$ cat config.mk
export PLATFORM = sky130hd
export DESIGN_NAME = acc_sequencer
export DESIGN_NICKNAME = d
export VERILOG_FILES = /design/src/rtl/acc_cpu_pkg.sv /design/src/rtl/acc_decode.sv /design/src/rtl/acc_sequencer.sv
export SDC_FILE = /design/constraint.sdc
export NUM_CORES = 1
export LEC_CHECK = 0
export BUFFER_PORTS_ARGS = -buffer_cell sky130_fd_sc_hd__buf_2
export CORE_MARGIN = 3
export CORE_UTILIZATION = 42
export DETAILED_ROUTE_END_ITERATION = 10
export PLACE_DENSITY_LB_ADDON = 0.08
export SLEW_MARGIN = 15
export SYNTH_ARGS = -nofsm -noshare
export SYNTH_HDL_FRONTEND = slang
export SYNTH_SLANG_ARGS = --single-unit
$ cat constraint.sdc
create_clock -name clock -period 4.76 [get_ports clock]
set_clock_uncertainty 0.2 [all_clocks]
set_input_delay 0.952 -clock clock [delete_from_list [all_inputs] [get_ports clock]]
set_output_delay 0.952 -clock clock [all_outputs]
set_load 0.03 [all_outputs]
$ cat src/rtl/acc_cpu_pkg.sv
// Shared definitions for the accumulator-computer sequencer: FSM states, ISA and
// ALU opcodes, SKIPCOND condition codes, datapath mux selects.
package acc_cpu_pkg;

    typedef enum logic [3:0] {
        ST_IDLE,
        ST_F_MAR,
        ST_F_RD,
        ST_F_IR,
        ST_DECODE,
        ST_E_MAR,
        ST_E_RD,
        ST_E_MBR,
        ST_E_ACC,
        ST_E_WR,
        ST_HALTED
    } state_e;

    typedef enum logic [2:0] {
        CLS_MEM_READ,
        CLS_STORE,
        CLS_JUMP,
        CLS_SKIP,
        CLS_HALT,
        CLS_ILLEGAL
    } instr_class_e;

    localparam logic [3:0] OP_LOAD  = 4'h1;
    localparam logic [3:0] OP_STORE = 4'h2;
    localparam logic [3:0] OP_ADD   = 4'h3;
    localparam logic [3:0] OP_SUB   = 4'h4;
    localparam logic [3:0] OP_MUL   = 4'h5;
    localparam logic [3:0] OP_DIV   = 4'h6;
    localparam logic [3:0] OP_HALT  = 4'h7;
    localparam logic [3:0] OP_SKIP  = 4'h8;
    localparam logic [3:0] OP_JUMP  = 4'h9;

    localparam logic [3:0] ALU_ADD = 4'b0000;
    localparam logic [3:0] ALU_SUB = 4'b0001;
    localparam logic [3:0] ALU_MUL = 4'b0010;
    localparam logic [3:0] ALU_DIV = 4'b0011;

    localparam logic [1:0] COND_LT    = 2'b00;
    localparam logic [1:0] COND_EQ    = 2'b01;
    localparam logic [1:0] COND_GT    = 2'b10;
    localparam logic [1:0] COND_NEVER = 2'b11;

    localparam logic PC_SEL_INC  = 1'b0;
    localparam logic PC_SEL_IR   = 1'b1;
    localparam logic MAR_SEL_PC  = 1'b0;
    localparam logic MAR_SEL_IR  = 1'b1;
    localparam logic MBR_SEL_MEM = 1'b0;
    localparam logic MBR_SEL_ACC = 1'b1;
    localparam logic ACC_SEL_MBR = 1'b0;
    localparam logic ACC_SEL_ALU = 1'b1;

    // ACC is two's complement, so the sign bit alone decides "negative".
    function automatic logic skip_taken(input logic [1:0] cond, input logic [15:0] acc);
        logic taken;
        taken = 1'b0;
        case (cond)
            COND_LT: taken = acc[15];
            COND_EQ: taken = (acc == 16'h0000);
            COND_GT: taken = !acc[15] && (acc != 16'h0000);
            default: taken = 1'b0;
        endcase
        return taken;
    endfunction

endpackage

$ cat src/rtl/acc_decode.sv
// Opcode classifier: ir[15:12] -> instruction class plus ALU operation.
// MUL/DIV are only legal when ACC_SEQ_MULDIV_EN is defined.
module acc_decode
    import acc_cpu_pkg::*;
(
    input  logic [3:0]   opcode,
    output instr_class_e cls,
    output logic         use_alu,
    output logic [3:0]   alu_op
);

    always_comb begin
        cls     = CLS_ILLEGAL;
        use_alu = 1'b0;
        alu_op  = ALU_ADD;
        case (opcode)
            OP_LOAD:  cls = CLS_MEM_READ;
            OP_ADD: begin
                cls     = CLS_MEM_READ;
                use_alu = 1'b1;
                alu_op  = ALU_ADD;
            end
            OP_SUB: begin
                cls     = CLS_MEM_READ;
                use_alu = 1'b1;
                alu_op  = ALU_SUB;
            end
`ifdef ACC_SEQ_MULDIV_EN
            OP_MUL: begin
                cls     = CLS_MEM_READ;
                use_alu = 1'b1;
                alu_op  = ALU_MUL;
            end
            OP_DIV: begin
                cls     = CLS_MEM_READ;
                use_alu = 1'b1;
                alu_op  = ALU_DIV;
            end
`endif
            OP_STORE: cls = CLS_STORE;
            OP_JUMP:  cls = CLS_JUMP;
            OP_SKIP:  cls = CLS_SKIP;
            OP_HALT:  cls = CLS_HALT;
            default:  cls = CLS_ILLEGAL;
        endcase
    end

endmodule

$ cat src/rtl/acc_sequencer.sv
// Fetch/decode/execute control sequencer for the 16-bit accumulator computer.
// Optional MUL/DIV support is enabled by defining ACC_SEQ_MULDIV_EN.
//
// state      | meaning
// -----------+-------------------------------------------------------------
// ST_IDLE    | waiting for run
// ST_F_MAR   | MAR <= PC
// ST_F_RD    | memory read latency for instruction fetch
// ST_F_IR    | IR <= memory, PC <= PC+1
// ST_DECODE  | classify IR; JUMP/SKIPCOND complete here, HALT/illegal stop
// ST_E_MAR   | MAR <= IR address (STORE also MBR <= ACC)
// ST_E_RD    | memory read latency for operand
// ST_E_MBR   | MBR <= memory
// ST_E_ACC   | ACC <= MBR or ALU result
// ST_E_WR    | memory[MAR] <= MBR
// ST_HALTED  | absorbing until reset
module acc_sequencer
    import acc_cpu_pkg::*;
#(
    parameter int ADDR_W = 12
) (
    input  logic        clock,
    input  logic        reset,
    input  logic        run,
    input  logic [15:0] ir,
    input  logic [15:0] acc,
    output logic        pc_we,
    output logic        ir_we,
    output logic        mar_we,
    output logic        mbr_we,
    output logic        acc_we,
    output logic        pc_sel,
    output logic        mar_sel,
    output logic        mbr_sel,
    output logic        acc_sel,
    output logic [3:0]  alu_op,
    output logic        mem_we,
    output logic        instr_done,
    output logic        halted,
    output logic        illegal
);

    state_e       state_q, state_d;
    logic         halted_q, halted_d;
    logic         illegal_q, illegal_d;
    instr_class_e dec_cls;
    logic         dec_use_alu;
    logic [3:0]   dec_alu_op;
    logic         unused_ir;

    assign unused_ir = ^ir[ADDR_W-3:0];

    acc_decode u_decode (
        .opcode  (ir[15:12]),
        .cls     (dec_cls),
        .use_alu (dec_use_alu),
        .alu_op  (dec_alu_op)
    );

    always_ff @(posedge clock) begin
        if (reset) begin
            state_q   <= ST_IDLE;
            halted_q  <= 1'b0;
            illegal_q <= 1'b0;
        end else begin
            state_q   <= state_d;
            halted_q  <= halted_d;
            illegal_q <= illegal_d;
        end
    end

    always_comb begin
        state_d    = state_q;
        halted_d   = halted_q;
        illegal_d  = illegal_q;
        pc_we      = 1'b0;
        ir_we      = 1'b0;
        mar_we     = 1'b0;
        mbr_we     = 1'b0;
        acc_we     = 1'b0;
        pc_sel     = PC_SEL_INC;
        mar_sel    = MAR_SEL_PC;
        mbr_sel    = MBR_SEL_MEM;
        acc_sel    = ACC_SEL_MBR;
        alu_op     = ALU_ADD;
        mem_we     = 1'b0;
        instr_done = 1'b0;

        case (state_q)
            ST_IDLE: if (run) state_d = ST_F_MAR;
            ST_F_MAR: begin
                mar_we  = 1'b1;
                mar_sel = MAR_SEL_PC;
                state_d = ST_F_RD;
            end
            ST_F_RD: state_d = ST_F_IR;
            ST_F_IR: begin
                ir_we   = 1'b1;
                pc_we   = 1'b1;
                pc_sel  = PC_SEL_INC;
                state_d = ST_DECODE;
            end
            ST_DECODE: begin
                case (dec_cls)
                    CLS_MEM_READ, CLS_STORE: state_d = ST_E_MAR;
                    CLS_JUMP: begin
                        pc_we      = 1'b1;
                        pc_sel     = PC_SEL_IR;
                        instr_done = 1'b1;
                    end
                    CLS_SKIP: begin
                        // PC already points past this instruction, so one more
                        // increment skips the next one.
                        pc_we      = skip_taken(ir[ADDR_W-1 -: 2], acc);
                        pc_sel     = PC_SEL_INC;
                        instr_done = 1'b1;
                    end
                    CLS_HALT: begin
                        state_d  = ST_HALTED;
                        halted_d = 1'b1;
                    end
                    default: begin
                        state_d   = ST_HALTED;
                        halted_d  = 1'b1;
                        illegal_d = 1'b1;
                    end
                endcase
            end
            ST_E_MAR: begin
                mar_we  = 1'b1;
                mar_sel = MAR_SEL_IR;
                if (dec_cls == CLS_STORE) begin
                    mbr_we  = 1'b1;
                    mbr_sel = MBR_SEL_ACC;
                    state_d = ST_E_WR;
                end else begin
                    state_d = ST_E_RD;
                end
            end
            ST_E_RD: state_d = ST_E_MBR;
            ST_E_MBR: begin
                mbr_we  = 1'b1;
                mbr_sel = MBR_SEL_MEM;
                state_d = ST_E_ACC;
            end
            ST_E_ACC: begin
                acc_we     = 1'b1;
                acc_sel    = dec_use_alu ? ACC_SEL_ALU : ACC_SEL_MBR;
                alu_op     = dec_use_alu ? dec_alu_op : ALU_ADD;
                instr_done = 1'b1;
            end
            ST_E_WR: begin
                mem_we     = 1'b1;
                instr_done = 1'b1;
            end
            ST_HALTED: state_d = ST_HALTED;
            default:   state_d = ST_IDLE;
        endcase

        if (instr_done) state_d = run ? ST_F_MAR : ST_IDLE;

        // Outputs must be quiet while reset is held, whatever state the flops hold.
        if (reset) begin
            pc_we      = 1'b0;
            ir_we      = 1'b0;
            mar_we     = 1'b0;
            mbr_we     = 1'b0;
            acc_we     = 1'b0;
            pc_sel     = PC_SEL_INC;
            mar_sel    = MAR_SEL_PC;
            mbr_sel    = MBR_SEL_MEM;
            acc_sel    = ACC_SEL_MBR;
            alu_op     = ALU_ADD;
            mem_we     = 1'b0;
            instr_done = 1'b0;
        end
    end

    assign halted  = halted_q & ~reset;
    assign illegal = illegal_q & ~reset;

endmodule

==> impl_metrics.csv <==
group,metric,value,unit
placed_design,portBuffers,38,
sta,timing.hold.ws,0.368,ns
worst_setup_path,startpoint,"ir[15]",
placed_design,post-dp-hpwl,1500,um
clock_network,cts_buffers,3,
power_and_ir_drop,finalPower,152,uW
run,max-cap-violations,0,
worst_setup_path,max_stage_delay,0.54,ns
route,wl_per_cell,12.6,um
floorplan,die-area,0.00217,mm^2
worst_setup_path,crit_buf_inv,2,
synth,ys.flop_type,"dfxtp_1",
placed_design,post_dp_cell_area,856,um^2
worst_setup_path,reg2reg_from,"state_q[0]",
floorplan,fp.dieH,46.6,um
worst_setup_path,slowest_stage,"or3b_2",
floorplan,core-area,0.00152,mm^2
global_routing,antenna_found_initial,0,
cells_and_area,nFillCells,162,
clock_network,post-cts-setup-buffer-count,0,
synth,synth_area,692,um^2
clock_network,cts_buffer_depth,2,
power_and_ir_drop,vdd_ir_drop_max,0.000172,V
sta,max_freq,0.285,GHz
floorplan,pin_count,52,
worst_setup_path,crit_fanout,11,
route,num_vias,848,
cells_and_area,final_util,0.576,
clock_network,clockRootBuffer,"clkbuf_4",
worst_setup_path,critPathTopFamily,"simple AND/OR/NAND/NOR gates",
route,totalWireLength,1880,um
worst_setup_path,reg2regPathDepth,4,
worst_setup_path,endpoint,"pc_we",
sta,period_share,0.737,
worst_setup_path,regToRegSetupSlack,2.80,ns
floorplan,die_x,46.6,um
synth,ys_seq_area_frac,0.174,
global_routing,grt_pass1_wl,2930,um
placed_design,place_congestion,0.825,
cells_and_area,stdcell_area,878,um^2
route,ant_nets,0,
cells_and_area,finalNetCount,170,
synth,ys_top_cells_by_count,"nor2_1 (11), clkbuf_1 (7), nor3_1 (7), nor4_1 (7)",
clock_network,cts_sinks,6,
clock_network,cts_resized,0,
sta,worst_pin_slew,0.644,ns
route,drt-initial-drc-count,13,
synth,netlist_instances,101,
synth,synth_edf_count,0,
synth,synthDistinctLibCells,38,
floorplan,initial_core_util,0.454,
synth,yosysTopAreaCellShare,0.174,
global_routing,grt.overflow.total,0,
worst_setup_path,startpoint_type,"input pin",
worst_setup_path,crit_type,"input pin to primary output",
clock_network,clk_latency,0.24,ns
synth,yosysMostFrequentCell,"nor2_1",
synth,synth_largest_area_cell,"dfxtp_1",
global_routing,grt_max_degree,17,
global_routing,grt_use_total,0.184,
worst_setup_path,crit_arrival,2.35,ns
route,firstDrtPassIters,4,
sta,hold_violations,0,
floorplan,num_rows,14,
synth,synthTopCellsByArea,"dfxtp_1 (17%), nor4_1 (6.3%), or3b_2 (6.3%)",
worst_setup_path,worstPathRequired,3.61,ns
sta,final_max_slew_viol_count,0,
worst_setup_path,crit_chain,"buf_2 > or3b_2 > nor4_1 > mux2i_1 > nand2_1 > buf_2",
synth,synth_warnings,0,
worst_setup_path,crit_path_frequent_cell,"buf_2",
cells_and_area,syn2layout_area_growth,26.9,%
worst_hold_path,whs_path_depth,2,
worst_setup_path,end_kind,"primary output",
cells_and_area,drive_gt1_frac,0.361,
sta,min_period,3.51,ns
sta,setup_viol,0,
power_and_ir_drop,leakage,0.398,nW
worst_hold_path,worstHoldPathType,"flop to flop",
clock_network,cts_tree,"done",
synth,synth.ff_latch_count,6,
global_routing,first_global_vias,730,
clock_network,cts_max_level,1,
clock_network,clkTransAtPathRegs,0.05,ns
worst_setup_path,reg2reg_to,"state_q[1]",
synth,syn_avg_cell_area,6.85,um^2
route,via_per_inst,5.69,
power_and_ir_drop,p_per_area,173,mW/mm^2
worst_setup_path,path_depth,6,
cells_and_area,num_antenna_cells,0,
clock_network,hold_buffers,0,
sta,relSlewSlack,0.564,
synth,synthArstFlopShare,0,
sta,grt_setup_unrepaired,"false",
route,drc,0,
status,status,"finished, final reports clean",
sta,setup_tns,0,ns
==> layout by cell type (no fill, tap or decap), types with 5 or more instances in the layout <==
cell type  netlist  layout
dfxtp_1          6       6
a21oi_1          5       5
nor3_1           7       7
nor2_1          11      11
nor4_1           7       7
nand2_1          6       6
nand2b_1         5       5
or3b_2           5       5
buf_2            1      38
==> area by class of cell <==
| cell class | count | area, um^2 | area share |
|---|---|---|---|
| clock buffers | 3 | 22.5 | 0.0256 |
| inverters | 2 | 7.51 | 0.00855 |
| multi-input cells | 84 | 518 | 0.590 |
| flip-flops and latches | 6 | 120 | 0.137 |
| well taps | 16 | 20.0 | 0.0228 |
| repair buffers | 38 | 190 | 0.217 |
==> worst min path at each step <==
stage / startpoint / to / slack (ns)
5_1_grt: halted_q / halted_q / 0.42
2_1_floorplan: state_q[3] / state_q[3] / 0.39
6_report: illegal_q / illegal_q / 0.37
4_1_cts: illegal_q / illegal_q / 0.37
3_5_place_dp: illegal_q / illegal_q / 0.36
3_3_place_gp: illegal_q / illegal_q / 0.35
==> flip-flops by register name, indices dropped and copies added, names as in the netlist <==
signal and count:
state_q 4, halted_q 1, illegal_q 1
==> metal layers <==
layer | global-route usage | routed length, um | vias to the layer above | part of all wire
li1 | - | - | 435 | -
met1 | 0.212 | 758 | 382 | 0.40
met2 | 0.335 | 931 | 31 | 0.49
met3 | 0.0742 | 193 | 0 | 0.10
met4 | 0 | 0 | 0 | 0
met5 | 0 | 0 | - | 0
==> worst reg2reg max path: stages, from the launching register on <==
cell and delay (ns):
dfxtp_1 0.45, or4b_1 0.69, o22a_1 0.28, nand3b_1 0.14
nor3_1 0.07
==> cell families (layout without fill, tap and decap cells) <==
kind of cell,count (synthesis),count (layout),share of synthesized area
and+or+nand+nor,58,58,0.501
AOI/OAI and AO/OA,22,22,0.217
buffers and inverters,13,43,0.0886
DFF,6,6,0.174
other,1,3,0.00542
muxes,1,1,0.0145
==> report_power, final <==
part	leakage [nW]	internal [mW]	switching, mW	total, mW
Clock	0.0138	0.0285	0.0175	0.0459
Combinational	0.336	0.0213	0.0258	0.0471
Sequential	0.0488	0.0526	0.00661	0.0593
Total	0.398	0.102	0.0499	0.152
==> per-stage QoR <==
stage | setup slack (ns) | std cells
after CTS | 1.26 | 149
after floorplan | 0.887 | 103
final | 1.25 | 149
after global routing | 1.15 | 149
after global placement | 1.28 | 146
after detailed placement | 1.26 | 146
Power figures use the tool's default switching activity.
